==> src/rtl/dpb_feature_reader_if.sv <==
// Port-B read bus of the feature RAM plus the vector hand-off to the classifier.
// master: the reader (drives the RAM port B controls and the vector).
// slave:  the RAM and the classifier side.
interface dpb_feature_reader_if #(
  parameter int ADDR_W = 5,
  parameter int DEPTH  = 32,
  parameter int CNT_W  = 6
);
  logic              start;
  logic              busy;
  logic [ADDR_W-1:0] ram_adb;
  logic              ram_ceb;
  logic              ram_oceb;
  logic              ram_wreb;
  logic              ram_resetb;
  logic              ram_doutb;
  logic [DEPTH-1:0]  vec_data;
  logic [CNT_W-1:0]  vec_ones;
  logic              vec_valid;
  logic              vec_ready;

  modport master (
    input  start, ram_doutb, vec_ready,
    output busy, ram_adb, ram_ceb, ram_oceb, ram_wreb, ram_resetb,
           vec_data, vec_ones, vec_valid
  );

  modport slave (
    output start, ram_doutb, vec_ready,
    input  busy, ram_adb, ram_ceb, ram_oceb, ram_wreb, ram_resetb,
           vec_data, vec_ones, vec_valid
  );
endinterface

==> src/rtl/dpb_feature_reader.sv <==
// Read-side sequencer for the dual-port feature RAM (port B only).
// Scans addresses 0..DEPTH-1, realigns the returned bits with a valid
// shift register matching the RAM read latency (1 = bypass, 2 = pipeline),
// builds the feature vector plus its ones-count and holds it until the
// classifier accepts it. Port B never writes: wreb/resetb tied low.
module dpb_feature_reader #(
  parameter int ADDR_W     = 5,
  parameter int DEPTH      = 32,
  parameter int RD_LATENCY = 1,
  parameter int CNT_W      = 6
) (
  input  logic                 clk,
  input  logic                 rst_n,
  dpb_feature_reader_if.master bus
);

  localparam logic [1:0] S_IDLE  = 2'd0;
  localparam logic [1:0] S_READ  = 2'd1;
  localparam logic [1:0] S_DRAIN = 2'd2;
  localparam logic [1:0] S_HOLD  = 2'd3;

  logic [1:0]            state_q, state_d;
  logic [ADDR_W-1:0]     addr_q, addr_d;
  logic                  ceb_q, ceb_d;
  logic [RD_LATENCY-1:0] pipe_q, pipe_d;
  logic [CNT_W-1:0]      idx_q, idx_d;
  logic [DEPTH-1:0]      data_q, data_d;
  logic [CNT_W-1:0]      ones_q, ones_d;
  logic                  valid_q, valid_d;
  logic                  capture;
  logic                  last_capture;

  // Next-state logic: capture returning bits first, then let the FSM override.
  always_comb begin
    state_d      = state_q;
    addr_d       = addr_q;
    ceb_d        = ceb_q;
    idx_d        = idx_q;
    data_d       = data_q;
    ones_d       = ones_q;
    valid_d      = valid_q;
    capture      = pipe_q[RD_LATENCY-1];
    last_capture = capture && (idx_q == CNT_W'(DEPTH - 1));
    // A read is issued on every edge where the RAM sees ceb high.
    pipe_d       = RD_LATENCY'({pipe_q, ceb_q});

    if (capture) begin
      for (int i = 0; i < DEPTH; i++) begin
        if (idx_q == CNT_W'(i)) begin
          data_d[i] = bus.ram_doutb;
        end
      end
      ones_d = ones_q + CNT_W'(bus.ram_doutb);
      idx_d  = idx_q + CNT_W'(1);
    end

    case (state_q)
      S_IDLE: begin
        if (bus.start) begin
          state_d = S_READ;
          addr_d  = '0;
          ceb_d   = 1'b1;
          idx_d   = '0;
          data_d  = '0;
          ones_d  = '0;
          pipe_d  = '0;
        end
      end
      S_READ: begin
        if (addr_q == ADDR_W'(DEPTH - 1)) begin
          state_d = S_DRAIN;
          ceb_d   = 1'b0;
        end else begin
          addr_d = addr_q + ADDR_W'(1);
        end
      end
      S_DRAIN: begin
        if (last_capture) begin
          state_d = S_HOLD;
          valid_d = 1'b1;
        end
      end
      S_HOLD: begin
        if (bus.vec_ready) begin
          state_d = S_IDLE;
          valid_d = 1'b0;
        end
      end
      default: begin
        state_d = S_IDLE;
        ceb_d   = 1'b0;
        valid_d = 1'b0;
      end
    endcase
  end

  // State registers with asynchronous active-low reset.
  always_ff @(posedge clk or negedge rst_n) begin
    if (!rst_n) begin
      state_q <= S_IDLE;
      addr_q  <= '0;
      ceb_q   <= 1'b0;
      pipe_q  <= '0;
      idx_q   <= '0;
      data_q  <= '0;
      ones_q  <= '0;
      valid_q <= 1'b0;
    end else begin
      state_q <= state_d;
      addr_q  <= addr_d;
      ceb_q   <= ceb_d;
      pipe_q  <= pipe_d;
      idx_q   <= idx_d;
      data_q  <= data_d;
      ones_q  <= ones_d;
      valid_q <= valid_d;
    end
  end

  assign bus.busy       = (state_q != S_IDLE);
  assign bus.ram_adb    = addr_q;
  assign bus.ram_ceb    = ceb_q;
  assign bus.ram_oceb   = 1'b1;
  assign bus.ram_wreb   = 1'b0;
  assign bus.ram_resetb = 1'b0;
  assign bus.vec_data   = data_q;
  assign bus.vec_ones   = ones_q;
  assign bus.vec_valid  = valid_q;

endmodule

==> src/flat_wrapper.sv <==
// flat-port wrapper written by rule: the top's interface ports become plain ports
module dpb_feature_reader_flat 
#(
  parameter int ADDR_W     = 5,
  parameter int DEPTH      = 32,
  parameter int RD_LATENCY = 1,
  parameter int CNT_W      = 6
)
  (clk, rst_n, bus_start, bus_ram_doutb, bus_vec_ready, bus_busy, bus_ram_adb, bus_ram_ceb, bus_ram_oceb, bus_ram_wreb, bus_ram_resetb, bus_vec_data, bus_vec_ones, bus_vec_valid);
  dpb_feature_reader_if #(.ADDR_W(ADDR_W), .DEPTH(DEPTH), .CNT_W(CNT_W)) bus_i ();
  input  logic clk;
  input  logic rst_n;
  input wire logic [$bits(bus_i.start)-1:0] bus_start;
  input wire logic [$bits(bus_i.ram_doutb)-1:0] bus_ram_doutb;
  input wire logic [$bits(bus_i.vec_ready)-1:0] bus_vec_ready;
  output wire logic [$bits(bus_i.busy)-1:0] bus_busy;
  output wire logic [$bits(bus_i.ram_adb)-1:0] bus_ram_adb;
  output wire logic [$bits(bus_i.ram_ceb)-1:0] bus_ram_ceb;
  output wire logic [$bits(bus_i.ram_oceb)-1:0] bus_ram_oceb;
  output wire logic [$bits(bus_i.ram_wreb)-1:0] bus_ram_wreb;
  output wire logic [$bits(bus_i.ram_resetb)-1:0] bus_ram_resetb;
  output wire logic [$bits(bus_i.vec_data)-1:0] bus_vec_data;
  output wire logic [$bits(bus_i.vec_ones)-1:0] bus_vec_ones;
  output wire logic [$bits(bus_i.vec_valid)-1:0] bus_vec_valid;
  assign bus_i.start = bus_start;
  assign bus_i.ram_doutb = bus_ram_doutb;
  assign bus_i.vec_ready = bus_vec_ready;
  assign bus_busy = bus_i.busy;
  assign bus_ram_adb = bus_i.ram_adb;
  assign bus_ram_ceb = bus_i.ram_ceb;
  assign bus_ram_oceb = bus_i.ram_oceb;
  assign bus_ram_wreb = bus_i.ram_wreb;
  assign bus_ram_resetb = bus_i.ram_resetb;
  assign bus_vec_data = bus_i.vec_data;
  assign bus_vec_ones = bus_i.vec_ones;
  assign bus_vec_valid = bus_i.vec_valid;
  dpb_feature_reader #(.ADDR_W(ADDR_W), .DEPTH(DEPTH), .RD_LATENCY(RD_LATENCY), .CNT_W(CNT_W)) u_core (.clk(clk), .rst_n(rst_n), .bus(bus_i));
endmodule
==> config.mk <==
export PLATFORM = sky130hd
export DESIGN_NAME = dpb_feature_reader_flat
export DESIGN_NICKNAME = d
export VERILOG_FILES = /design/src/rtl/dpb_feature_reader_if.sv /design/src/rtl/dpb_feature_reader.sv /design/src/flat_wrapper.sv
export SDC_FILE = /design/constraint.sdc
export NUM_CORES = 1
export LEC_CHECK = 0
export BUFFER_PORTS_ARGS = -buffer_cell sky130_fd_sc_hd__buf_2
export CAP_MARGIN = 30
export CORE_MARGIN = 2
export CORE_UTILIZATION = 45
export CTS_BUF_LIST = sky130_fd_sc_hd__clkbuf_8
export CTS_CLUSTER_DIAMETER = 150
export DETAILED_ROUTE_END_ITERATION = 12
export HOLD_SLACK_MARGIN = 0.12
export PLACE_DENSITY = 0.67
export SYNTH_ARGS = -nofsm -noshare
export SYNTH_HDL_FRONTEND = slang
export SYNTH_SLANG_ARGS = --single-unit
export TNS_END_PERCENT = 30
==> constraint.sdc <==
create_clock -name clk -period 2.8 [get_ports clk]
set_input_delay 0.7 -clock clk [delete_from_list [all_inputs] [get_ports clk]]
set_output_delay 0.7 -clock clk [all_outputs]
set_load 0.1 [all_outputs]
==> results by group <==
Outcome
  • Outcome: completed

Clock network
  • Clk buf depth: 2
  • Worst-path clk slew: 90 ps
  • Clock latency on the worst-skew pair: 300 ps
  • Clk sink count: 54
  • # hold bufs at CTS: 0
  • TritonCTS Buffers: 5
  • H-Tree Depth: 2
  • Post-CTS Resized: 0
  • Setup Fix Bufs, Post-CTS: 0
  • CTS tree: yes
  • CTS Root Buffer Type: clkbuf_8

Floorplanning
  • Row count: 29
  • Die Area: 7252 um2
  • Die Y-Extent: 85.16 um
  • Die Wd: 85.16 um
  • I/O pins: 54
  • Starting Density: 46.68%
  • Core Region: 6350 um2

Setup path
  • Worst Path Max Fanout: 7
  • Critical path depth: 4
  • CP delay by family, top: buffers and inverters
  • CP Buf/Inv Count: 3
  • R2R cell count: 6
  • Setup CP Type: flip-flop to output pin
  • Worst path most repeated cell: inv_1
  • Crit-path slowest cell: buf_2
  • Req. time, crit path: 2100 ps
  • WP data arrival: 1690 ps
  • Startpoint class of the critical path: flip-flop
  • Max incr delay on CP: 450 ps
  • CP cell instances: inv_1 > ha_1 > inv_1 > buf_2
  • Critical Path End Type: output pin

Final layout
  • Area growth, synth to finish: 12.16%
  • Commonest non-fill, non-tap cell in the layout: dfrtp_1
  • N_diodes: 0
  • Final instance area: 3324 um2
  • Layout cells sized above 1: 21.94%
  • Commonest non-fill, non-tap cells in the layout: 54 x dfrtp_1, 50 x buf_2, 49 x nand2_1
  • Nets: 377

Yosys
  • Count of cell types in the netlist: 43
  • Synth Register Bits: 54
  • Post-synthesis instance total: 317
  • Cell Area, Synth: 2964 um2
  • Synth Warn #: 0
  • Avg Inst Size Synth: 9.350 um2
  • Register area share after synthesis: 45.59%

STA
  • Final setup fails: 0
  • TNS Setup: 0 ps
  • WHS: 507.1 ps
  • Period Utilization, post-route: 85.50%
  • Fmax achieved: 417.7 MHz
  • Final hold vios: 0
  • Slew Limit Headroom: 54.64%
  • Fin crit period: 2394 ps
  • Least-Margin Pin Slew: 680.4 ps
  • Fin. max-slew vios: 0
  • Clock Skew: 10.31 ps
  • RSZ-0062 raised after global routing: no

Min path
  • Worst min path class: primary input to async pin

GRT
  • GRT Total Usage: 16.91%
  • Total grt overflow: 0
  • Largest net degree at the start of global routing: 55
  • Initial antenna violation count: 0
  • Vias in the first global route: 2,083
  • Global-route wire length before repair: 10.09 mm

Routing
  • Final ANT Viol Nets: 0
  • Iteration-0 DRC Markers: 186
  • Via count: 2,285
  • Total wire length: 5.864 mm
  • Pre-antenna DRT Iters: 4
  • DRC errors left: 0
  • Via/cell ratio: 5.229
  • Avg WL per Cell: 13.42 um

Placed design
  • Area after DPL: 3233 um2
  • Buffers on Ports: 50
  • GP Congestion: 0.7979
  • Post-DP HPWL: 3.882 mm

Run
  • Max_cap viols: 0
[kinds of logic after synthesis]
group / Yosys count / share of synthesized area [%]
and+or+nand+nor: 134 / 23.89
AOI/OAI and AO/OA: 57 / 10.81
DFF: 54 / 45.59
buffers and inverters: 33 / 6.036
muxes: 17 / 5.867
adders and majority gates: 13 / 5.488
xor gates and xnor gates: 7 / 2.068
other: 2 / 0.2534
[path summary, 6_finish.rpt]
path / from / to / slack, ps
setup / recovery: u_core.state_q[0] / bus_busy / 410
hold / removal: rst_n / u_core.bus.vec_data[5] / 510
setup reg to reg: u_core.bus.ram_adb[0] / u_core.state_q[1] / 740
min in group clk: u_core.bus.vec_data[4] / u_core.bus.vec_data[4] / 520
max in group asynchronous: rst_n / u_core.state_q[1] / 1830
hold reg to reg: u_core.bus.vec_data[4] / u_core.bus.vec_data[4] / 520
[flip-flops by register name, indices dropped and copies added, names as in the netlist]
signal and cells:
u_core.bus.ram_adb 5, u_core.bus.ram_ceb 1, u_core.bus.vec_data 32, u_core.bus.vec_ones 6, u_core.bus.vec_valid 1, u_core.capture 1
u_core.idx_q 6, u_core.state_q 2
[cell usage after synthesis (all sizes together)]
library cell / number / area, um2
nor2b: 6 / 40.04
xor2: 6 / 52.55
dfrtp: 54 / 1351
o221ai: 3 / 26.28
and2: 1 / 6.260
clkbuf: 7 / 26.28
a22oi: 2 / 15.01
conb: 2 / 7.510
and4bb: 1 / 12.51
inv: 8 / 30.03
nand2b: 4 / 25.02
buf: 18 / 122.6
or3: 2 / 12.51
and4b: 1 / 10.01
nor2: 34 / 127.6
nand4b: 4 / 71.32
nor3: 6 / 40.04
ha: 13 / 162.7
mux2i: 14 / 140.1
and3: 1 / 6.260
nor3b: 1 / 7.510
o2bb2ai: 1 / 8.760
o32a: 1 / 10.01
mux2: 3 / 33.78
nand3: 16 / 85.08
a221o: 2 / 20.02
o21ai: 19 / 95.09
a21oi: 29 / 145.1
nand2: 49 / 183.9
xnor2: 1 / 8.760
nand4: 5 / 50.05
nor4bb: 3 / 30.03
[layer usage]
layer  share of wire, %  global-route usage, %  up-vias  wire [um]
li1                   -                      -     1161          -
met1                 47                  24.44     1062       2780
met2                 47                  26.14       57       2727
met3                5.1                  3.599        5        298
met4               0.97                  4.040        0         57
met5                  0                      0        -          0
[metrics by stage]
| stage | setup slack (ps) | utilization [%] | instances |
|---|---|---|---|
| after floorplan | 284.8 | - | 318 |
| after global placement | 781.2 | 50.92 | 429 |
| after detailed placement | 739.3 | 50.92 | 429 |
| after CTS | 397.2 | 52.35 | 437 |
| after global routing | 300.4 | 52.35 | 437 |
| final | 406.0 | 52.35 | 437 |
[worst reg2reg max path: stages, from the launching register on]
cell and delay [ps]:
dfrtp_1 460, ha_1 210, and3_1 170, ha_1 380, o221ai_1 230, nor2b_2 170
mux2_1 330
[cell type report]
type                       instances  area [um2]
inverter                           8       30.03
fill                             589        3025
timing repair buffer              59       317.8
clock inverter                     2       8.758
tap                               77       96.34
sequential                        54        1351
clock buffer                       6       82.58
multi-input combinational        231        1438
Power is left out: the tool's default activity adds up to more than one toggle a clock period on the data nets, which glitch-free logic cannot reach.
